`src/rtl/neocore_pkg.sv`:
```
// Shared NeoCore types and constants used by the fetch memory responder.
// Holds the responder FSM state encoding, the fetch window geometry and a
// small helper that works out how many SRAM beats a fetch needs.
package neocore_pkg;

   typedef enum logic [1:0] {
      FR_IDLE,
      FR_RD,
      FR_WAIT,
      FR_RESP
   } fetch_resp_state_t;

   localparam int FETCH_WIDTH_BYTES = 16;
   localparam int FETCH_WIDTH_BITS  = 8 * FETCH_WIDTH_BYTES;
   // One spare 32-bit word lets an unaligned 16-byte fetch fit in the window
   localparam int FETCH_WINDOW_BITS = FETCH_WIDTH_BITS + 32;

   // An aligned fetch covers exactly four words; any byte offset spills into a fifth
   function automatic logic [2:0] fetch_beats(input logic [1:0] byte_offset);
      return (byte_offset == 2'd0) ? 3'd4 : 3'd5;
   endfunction

endpackage

```
`src/rtl/fetch_byte_aligner.sv`:
```
// Combinational byte aligner: picks the 16-byte big-endian slice out of the
// 160-bit word window, starting at the byte offset of the original request.
module fetch_byte_aligner
   import neocore_pkg::*;
(
   input  logic [FETCH_WINDOW_BITS-1:0] window,
   input  logic [1:0]                   offset,
   output logic [FETCH_WIDTH_BITS-1:0]  slice
);

   // First word sits in the MSBs, so each byte of offset moves the slice down 8 bits
   always_comb begin
      slice = window[FETCH_WINDOW_BITS-1 -: FETCH_WIDTH_BITS];
      case (offset)
         2'd1:    slice = window[FETCH_WINDOW_BITS-9  -: FETCH_WIDTH_BITS];
         2'd2:    slice = window[FETCH_WINDOW_BITS-17 -: FETCH_WIDTH_BITS];
         2'd3:    slice = window[FETCH_WINDOW_BITS-25 -: FETCH_WIDTH_BITS];
         default: slice = window[FETCH_WINDOW_BITS-1  -: FETCH_WIDTH_BITS];
      endcase
   end

endmodule

```
`src/rtl/fetch_mem_responder.sv`:
```
// Memory-side responder for the fetch unit's wide instruction port.
// Serves 16 big-endian bytes from any byte address by issuing four or five
// reads to a 32-bit synchronous SRAM, collecting them in a 160-bit window and
// returning the aligned slice with a one-cycle mem_ack.
// A request is abandoned (no ack) as soon as the fetch unit drops mem_req or
// changes mem_addr, which covers stalls and branch flushes.
// Optional build macro FETCH_BOUNDS_EN: requests whose last byte lies beyond
// the SRAM are answered immediately with mem_err and zero data instead of
// wrapping around the SRAM.
module fetch_mem_responder
   import neocore_pkg::*;
#(
   parameter int MEM_WORDS = 16384,
   parameter int AW        = $clog2(MEM_WORDS)
) (
   input  logic                        clk,
   input  logic                        rst,
   input  logic                        mem_req,
   input  logic [31:0]                 mem_addr,
   output logic [FETCH_WIDTH_BITS-1:0] mem_rdata,
   output logic                        mem_ack,
   output logic                        mem_err,
   output logic                        sram_re,
   output logic [AW-1:0]               sram_addr,
   input  logic [31:0]                 sram_rdata
);

   fetch_resp_state_t            state;
   logic [31:0]                  cap_addr;
   logic [2:0]                   rd_beat;
   logic [2:0]                   wr_beat;
   logic                         data_valid;
   logic [FETCH_WINDOW_BITS-1:0] window;
   logic [FETCH_WINDOW_BITS-1:0] window_next;
   logic [FETCH_WIDTH_BITS-1:0]  aligned;
   logic                         ack_q;
   logic                         abort;
   logic [2:0]                   num_beats;

   assign num_beats = fetch_beats(cap_addr[1:0]);

   // Any change to the held request while busy means the fetch unit no longer wants this data
   assign abort = (state != FR_IDLE) && (!mem_req || (mem_addr != cap_addr));

   // The ack is killed in the same cycle it would appear if the request went away
   assign mem_ack = ack_q && !abort;

   // Drop the returning SRAM word into its slot; first word lands in the MSBs
   always_comb begin
      window_next = window;
      if (data_valid) begin
         window_next[FETCH_WINDOW_BITS-1-32*int'(wr_beat) -: 32] = sram_rdata;
      end
   end

   fetch_byte_aligner u_aligner (
      .window (window_next),
      .offset (cap_addr[1:0]),
      .slice  (aligned)
   );

`ifdef FETCH_BOUNDS_EN
   logic [32:0] last_byte;
   logic        out_of_range;
   logic        err_q;

   assign last_byte    = {1'b0, mem_addr} + 33'd15;
   assign out_of_range = last_byte >= 33'(4 * MEM_WORDS);
   assign mem_err      = err_q && !abort;

   // Remember whether the captured request was out of range until its response cycle ends
   always_ff @(posedge clk) begin
      if (rst) begin
         err_q <= 1'b0;
      end else if (state == FR_IDLE && mem_req) begin
         err_q <= out_of_range;
      end else if (state == FR_RESP) begin
         err_q <= 1'b0;
      end
   end
`else
   assign mem_err = 1'b0;
`endif

   // Main responder FSM: capture, stream SRAM reads, collect words, respond
   always_ff @(posedge clk) begin
      if (rst) begin
         state      <= FR_IDLE;
         cap_addr   <= '0;
         rd_beat    <= '0;
         wr_beat    <= '0;
         data_valid <= 1'b0;
         window     <= '0;
         sram_re    <= 1'b0;
         sram_addr  <= '0;
         ack_q      <= 1'b0;
         mem_rdata  <= '0;
      end else begin
         data_valid <= sram_re && !abort;
         if (data_valid) begin
            window  <= window_next;
            wr_beat <= wr_beat + 3'd1;
         end

         case (state)
            FR_IDLE: begin
               ack_q <= 1'b0;
               if (mem_req) begin
                  cap_addr <= mem_addr;
                  rd_beat  <= '0;
                  wr_beat  <= '0;
                  window   <= '0;
`ifdef FETCH_BOUNDS_EN
                  if (out_of_range) begin
                     state     <= FR_RESP;
                     ack_q     <= 1'b1;
                     mem_rdata <= '0;
                  end else begin
`else
                  begin
`endif
                     state     <= FR_RD;
                     sram_re   <= 1'b1;
                     sram_addr <= mem_addr[AW+1:2];
                  end
               end
            end

            FR_RD: begin
               if (abort) begin
                  state   <= FR_IDLE;
                  sram_re <= 1'b0;
               end else if (rd_beat == num_beats - 3'd1) begin
                  state   <= FR_WAIT;
                  sram_re <= 1'b0;
               end else begin
                  rd_beat   <= rd_beat + 3'd1;
                  sram_addr <= sram_addr + AW'(1);
               end
            end

            FR_WAIT: begin
               if (abort) begin
                  state <= FR_IDLE;
               end else begin
                  state     <= FR_RESP;
                  ack_q     <= 1'b1;
                  mem_rdata <= aligned;
               end
            end

            FR_RESP: begin
               state <= FR_IDLE;
               ack_q <= 1'b0;
            end

            default: begin
               state   <= FR_IDLE;
               sram_re <= 1'b0;
               ack_q   <= 1'b0;
            end
         endcase
      end
   end

endmodule

```
`config.mk`:
```
export PLATFORM = sky130hd
export DESIGN_NAME = fetch_mem_responder
export DESIGN_NICKNAME = d
export VERILOG_FILES = /design/src/rtl/neocore_pkg.sv /design/src/rtl/fetch_byte_aligner.sv /design/src/rtl/fetch_mem_responder.sv
export SDC_FILE = /design/constraint.sdc
export NUM_CORES = 1
export LEC_CHECK = 0
export BUFFER_PORTS_ARGS = -buffer_cell sky130_fd_sc_hd__buf_4
export CAP_MARGIN = 25
export CORE_ASPECT_RATIO = 1.2
export CORE_UTILIZATION = 45
export DETAILED_ROUTE_END_ITERATION = 8
export GPL_TIMING_DRIVEN = 0
export PLACE_DENSITY = 0.72
export SYNTH_ARGS = -nofsm -noshare
export SYNTH_HDL_FRONTEND = slang
export SYNTH_HIERARCHICAL = 1
export SYNTH_SLANG_ARGS = --single-unit
```
`constraint.sdc`:
```
create_clock -name clk -period 3.4 [get_ports clk]
set_input_delay 0.34 -clock clk [delete_from_list [all_inputs] [get_ports clk]]
set_output_delay 0.34 -clock clk [all_outputs]
set_load 0.01 [all_outputs]
```
# Word level (Yosys, flattened, before mapping)
# Cells that the tools add are included.
[word_totals]
register_bits = 345
out_inout_bits = 145
word_cells = 79
[op_classes]
add_sub_neg = 6
eq_ne = 13
n_shift = 2
muxes = 29
n_bitwise = 1
n_reduce_logical = 18
[ops]
columns = ["cell", "n"]
rows = [
  ["$mux W160", 4],
  ["$pmux W128 S3", 1],
  ["$shift A32 B33 Y191 const A", 1],
  ["$shiftx A32 B33 Y191", 1],
  ["$bwmux W160", 1],
  ["$mux W14", 3],
  ["$neg A9 Y33", 1],
  ["$ne A32 B32 Y1", 1],
  ["$pmux W14 S2", 1],
  ["$mux W3", 6],
  ["$add A14 B1 Y14 const B", 1],
  ["$sub A8 B8 Y9 const A", 1],
  ["$eq A2 B2 Y1 const B", 4],
  ["$mux W2", 4],
  ["$ne A2 B2 Y1 const B", 4],
  ["$pmux W2 S4", 1],
  ["$reduce_and A2 Y1", 4],
  ["$add A3 B1 Y3 const B", 2],
  ["$pmux W3 S2", 1],
  ["$reduce_bool A2 Y1", 3],
  ["$mux W1", 5],
  ["$eq A2 B1 Y1 const B", 2],
  ["$logic_not A2 Y1", 2],
  ["$pmux W1 S2", 2],
  ["other kinds (10)", 13],
]

# Logic depth before layout (Yosys ltp)
[logic_depth]
word_depth = 8
mapped_depth = 13

# Hierarchy
# Netlist, hierarchy kept.
[by_module_without_submodules]
columns = ["module", "n_inst", "cells_each", "area_each_um2"]
rows = [
  ["fetch_mem_responder", 1, 1635, 13601.8],
  ["fetch_byte_aligner", 1, 156, 3190.6],
]

# Least setup slack after synthesis
# No wires, ideal clock.
[synth_path]
kind = "register -> register"
from = "reg wr_beat[0]"
to = "reg mem_rdata[58]"
setup_time_ns = 0.132
arrival_ns = 2.651
t_required_ns = 3.268
slack_ns = 0.617
path_stages_with_launch = 12
path_buffers = 2
synth_period_minus_slack_ns = 2.783
cell_sequence = "dfxtp_1 -> clkbuf_1 -> inv_1 -> ha_1 -> nor2_1 -> nor2_1 -> nor3_1 -> buf_2 -> mux2_2 -> mux4_2 -> nand2_1 -> a21oi_1"
[synth_via]
elab_chain_len = 6
word_cells_on_any_way = 7
cone_classes = "2 x add/sub; 2 x shift; 3 x mux"
[synth_rtl]
columns = ["element", "line_no", "text"]
rows = [
  ["start, declared", "fetch_mem_responder.sv:31", "logic [2:0] wr_beat;"],
  ["start signal, assigned", "fetch_mem_responder.sv:102", "wr_beat <= wr_beat + 3'd1;"],
  ["$sub A8 B8 Y9 *", "fetch_mem_responder.sv:52", "window_next[FETCH_WINDOW_BITS-1-32*int'(wr_beat) -: 32] = sram_rdata;"],
  ["$neg A9 Y33 *", "fetch_mem_responder.sv:52", ""],
  ["$shiftx A32 B33 Y191 / $shift A32 B33 Y191 (equally long branches)", "fetch_mem_responder.sv:52", ""],
  ["$bwmux W160 *", "fetch_mem_responder.sv:52", ""],
  ["$mux W160 *", "fetch_mem_responder.sv:51", "if (data_valid) begin"],
  ["named net window_next[66]", "fetch_mem_responder.sv:34", "logic [FETCH_WINDOW_BITS-1:0] window_next;"],
  ["$pmux W128 S3 *", "fetch_byte_aligner.sv:14", "case (offset)"],
  ["named net aligned[58]", "fetch_mem_responder.sv:35", "logic [FETCH_WIDTH_BITS-1:0] aligned;"],
  ["end signal, assigned", "fetch_mem_responder.sv:148", "mem_rdata <= aligned;"],
  ["end, declared", "fetch_mem_responder.sv:20", "output logic [FETCH_WIDTH_BITS-1:0] mem_rdata,"],
]
# The timed path passes the listed nets; every way through them passes the cells marked *.
# A chain may end at the register's enable or synchronous reset.

# Worst setup path in the final report
[layout_path]
from = "reg wr_beat[0]"
to = "reg mem_rdata[127]"
# The elaborated chain is that of the path after synthesis.

==> summary.md <==
| Metric | Value |
|---|---|
| Vias in the first global route | `14042` |
| Max capacitance violation total | `0` |
| Setup crit end kind | `register` |
| Port buffer count | `approximately 210` |
| DRT iter0 DRCs | `around 1400` |
| CP arrival | `3.60 ns` |
| CP bufs+invs | `4` |
| Reg2reg start | `wr_beat[0]$_SDFF_PP0_` |
| Syn-to-layout area delta | `20.0%` |
| Vias post-DR | `14473` |
| Crit. Startpoint | `wr_beat[0]$_SDFF_PP0_` |
| Max-slew violation count | `0` |
| Static Leak | `approximately 0.0076 uW` |
| VDD IR max | `0.481 mV` |
| Core area | `between 30000 and 40000 um2` |
| RSZ-0062 raised after global routing | `no` |
| Setup ws final | `0.255 ns` |
| Final RePlAce weighted congestion | `between 0.9 and 1` |
| Largest net degree at the start of global routing | `14` |
| First-pass GRT wire length | `between 80 and 90 mm` |
| Largest stage delay on the critical path | `approximately 0.47 ns` |
| Worst EP required | `just under 4 ns` |
| Power Density | `a little under 500 nW/um2` |
| Most frequent cells in the layout | `506 x nand2_1, 337 x dfxtp_1, 212 x buf_4` |
| Family with the most delay on the worst path | `buffers and inverters` |
| Share of cells above drive strength 1 | `0.251` |
| Placed Cells | `between 2000 and 2500` |
| Global router's overall resource usage | `0.285` |
| Grt ovf | `0` |
| Final Hold Viols | `0` |
| DRC Markers | `0` |
| Worst hold-check path type | `in -> reg` |
| Fmax | `around 320 MHz` |
| CP startpoint kind | `register` |
| Root buf cell | `clkbuf_16` |
| Drt first pass iters | `5` |
| Std-Cell Rows | `76` |
| Post-route antenna net violation count | `0` |
| Mapped cell area | `16500 um2` |
| Worst Setup EP | `mem_rdata[127]$_SDFFE_PP0P_` |
| CTS tree | `done` |
| Relative slew slack | `0.404` |
| Hpwl dp | `~41 mm` |
| Clock Pin Slew Worst Setup and Hold Paths | `approximately 0.060 ns` |
| Most common cell after layout, fill and taps aside | `nand2_1` |
| Initial antenna violation count | `0` |
| Die width | `around 180 um` |
| Worst-case clock buffer depth | `3` |
| Final setup viols | `0` |
| Yosys warnings | `6` |
| Tightest Pin Transition | `between 0.8 and 0.9 ns` |
| CTS Sinks | `about 340` |
| Ant. Diodes | `0` |
| Final worst-path cycle share | `0.925` |
| Initial core utilization | `0.458` |
| Setup WS pre-CTS | `-0.107 ns` |
| H-tree depth | `2` |
| I/O pins | `between 200 and 250` |
| Syn Nets | `around 1800` |
| Total routed wirelength | `between 50 and 60 mm` |
| Crit-path slowest cell | `mux4_2` |
| Final nets | `between 2000 and 2500` |
| Mean Syn Cell Area | `~9.4 um2` |
| R2r endpoint | `mem_rdata[127]$_SDFFE_PP0P_` |
| Post-DR vias/cell | `5.80` |
| WS Path Type | `reg -> reg` |
| Post-Place Cell Area | `18700 um2` |
| Max FO, Critical Path | `10` |
| Design area | `19800 um2` |
| Clock latency on the worst-skew pair | `0.53 ns` |
| Per-cell routed wire length | `approximately 22 um` |
| Die area | `about 37000 um2` |
| TritonCTS Buffers | `36` |
| Worst Clk Skew | `about 0.011 ns` |
| Sequence of cells on the critical path | `clkbuf_2 -> inv_1 -> ha_1 -> nor2_1 -> and2_1 -> buf_2 -> clkbuf_2 -> nand2_1 -> o21ai_0 -> mux4_2 -> nand2_1 -> a21oi_1` |
| Mapped Cells | `1759` |
| HP Start | `mem_addr[26]` |
| Reg2Reg Depth | `12` |
| Status | `completed` |
| Final Critical Period | `roughly 3.1 ns` |
| Worst reg2reg setup slack | `around 0.26 ns` |
| Critical Path Stages | `12` |
| Die H | `212 um` |
| Final Non-Filler Cells | `around 2500` |
tightest hold or removal path, stage by stage:
cell and delay, ns:
buf_4 0.12, nand2_1 0.05, a21oi_1 0.05
how the worst min path moves through the flow:
stage                                           end  slack, ns  cells after the start
after CTS                 cap_addr[16]$_SDFFE_PP0P_       0.06                      3
after detailed placement  cap_addr[31]$_SDFFE_PP0P_       0.45                      2
final                     cap_addr[26]$_SDFFE_PP0P_       0.07                      3
after global placement    cap_addr[31]$_SDFFE_PP0P_       0.45                      2
after floorplan           cap_addr[31]$_SDFFE_PP0P_       0.44                      2
after global routing      cap_addr[20]$_SDFFE_PP0P_       0.07                      3
metrics by stage:
step	hold WS, ns	total power (uW)	TNS [ns]	util
4_1_cts	0.0560	9570	0	0.550
5_1_grt	0.0686	9880	0	0.550
2_1_floorplan	0.436	5250	0	-
3_5_place_dp	0.448	5770	-3.44	0.518
3_3_place_gp	0.445	5730	0	0.518
6_report	0.0715	9570	0	0.550
power breakdown:
| part | total [uW] | switching [uW] | internal, uW |
|---|---|---|---|
| combinational | 1560 | 957 | 601 |
| sequential | 4160 | 101 | 4060 |
| clock | 3850 | 1620 | 2230 |
| total | 9570 | 2680 | 6890 |
per-layer routing:
metal  GRT usage  up-vias  wire length [um]
met5           0        -                 0
met4       0.168        0              3410
met3      0.0548      213              4740
met2       0.478      786             25800
met1       0.339     6898             20100
li1            -     6576                 -
what timing repair did:
| item | 4_1_cts | 5_1_grt |
|---|---|---|
| endpoints found under the hold margin | 0 | 0 |
| buffers inserted | 0 | 0 |
| resized for setup | 3 | 10 |
| setup endpoints to repair | 60 | 81 |
| hold buffers | 0 | 0 |
sequential cells by signal, summed over array words and instances, names as in the netlist:
name        cells
window        152
mem_rdata     128
wr_beat         3
data_valid      1
cap_addr       32
state           2
sram_addr      14
rd_beat         3
ack_q           1
sram_re         1
cell type report:
cell class                 instances  area [um2]
buffer                           142         851
clock buffer                      52        1050
inverter                           9        33.8
multi-input combinational       1271        8890
fill                            3223       16200
tap                              468         586
sequential                       337        6750
timing repair buffer             209        1570
clock inverter                     8        82.6
(Power assumes the default switching activity.)
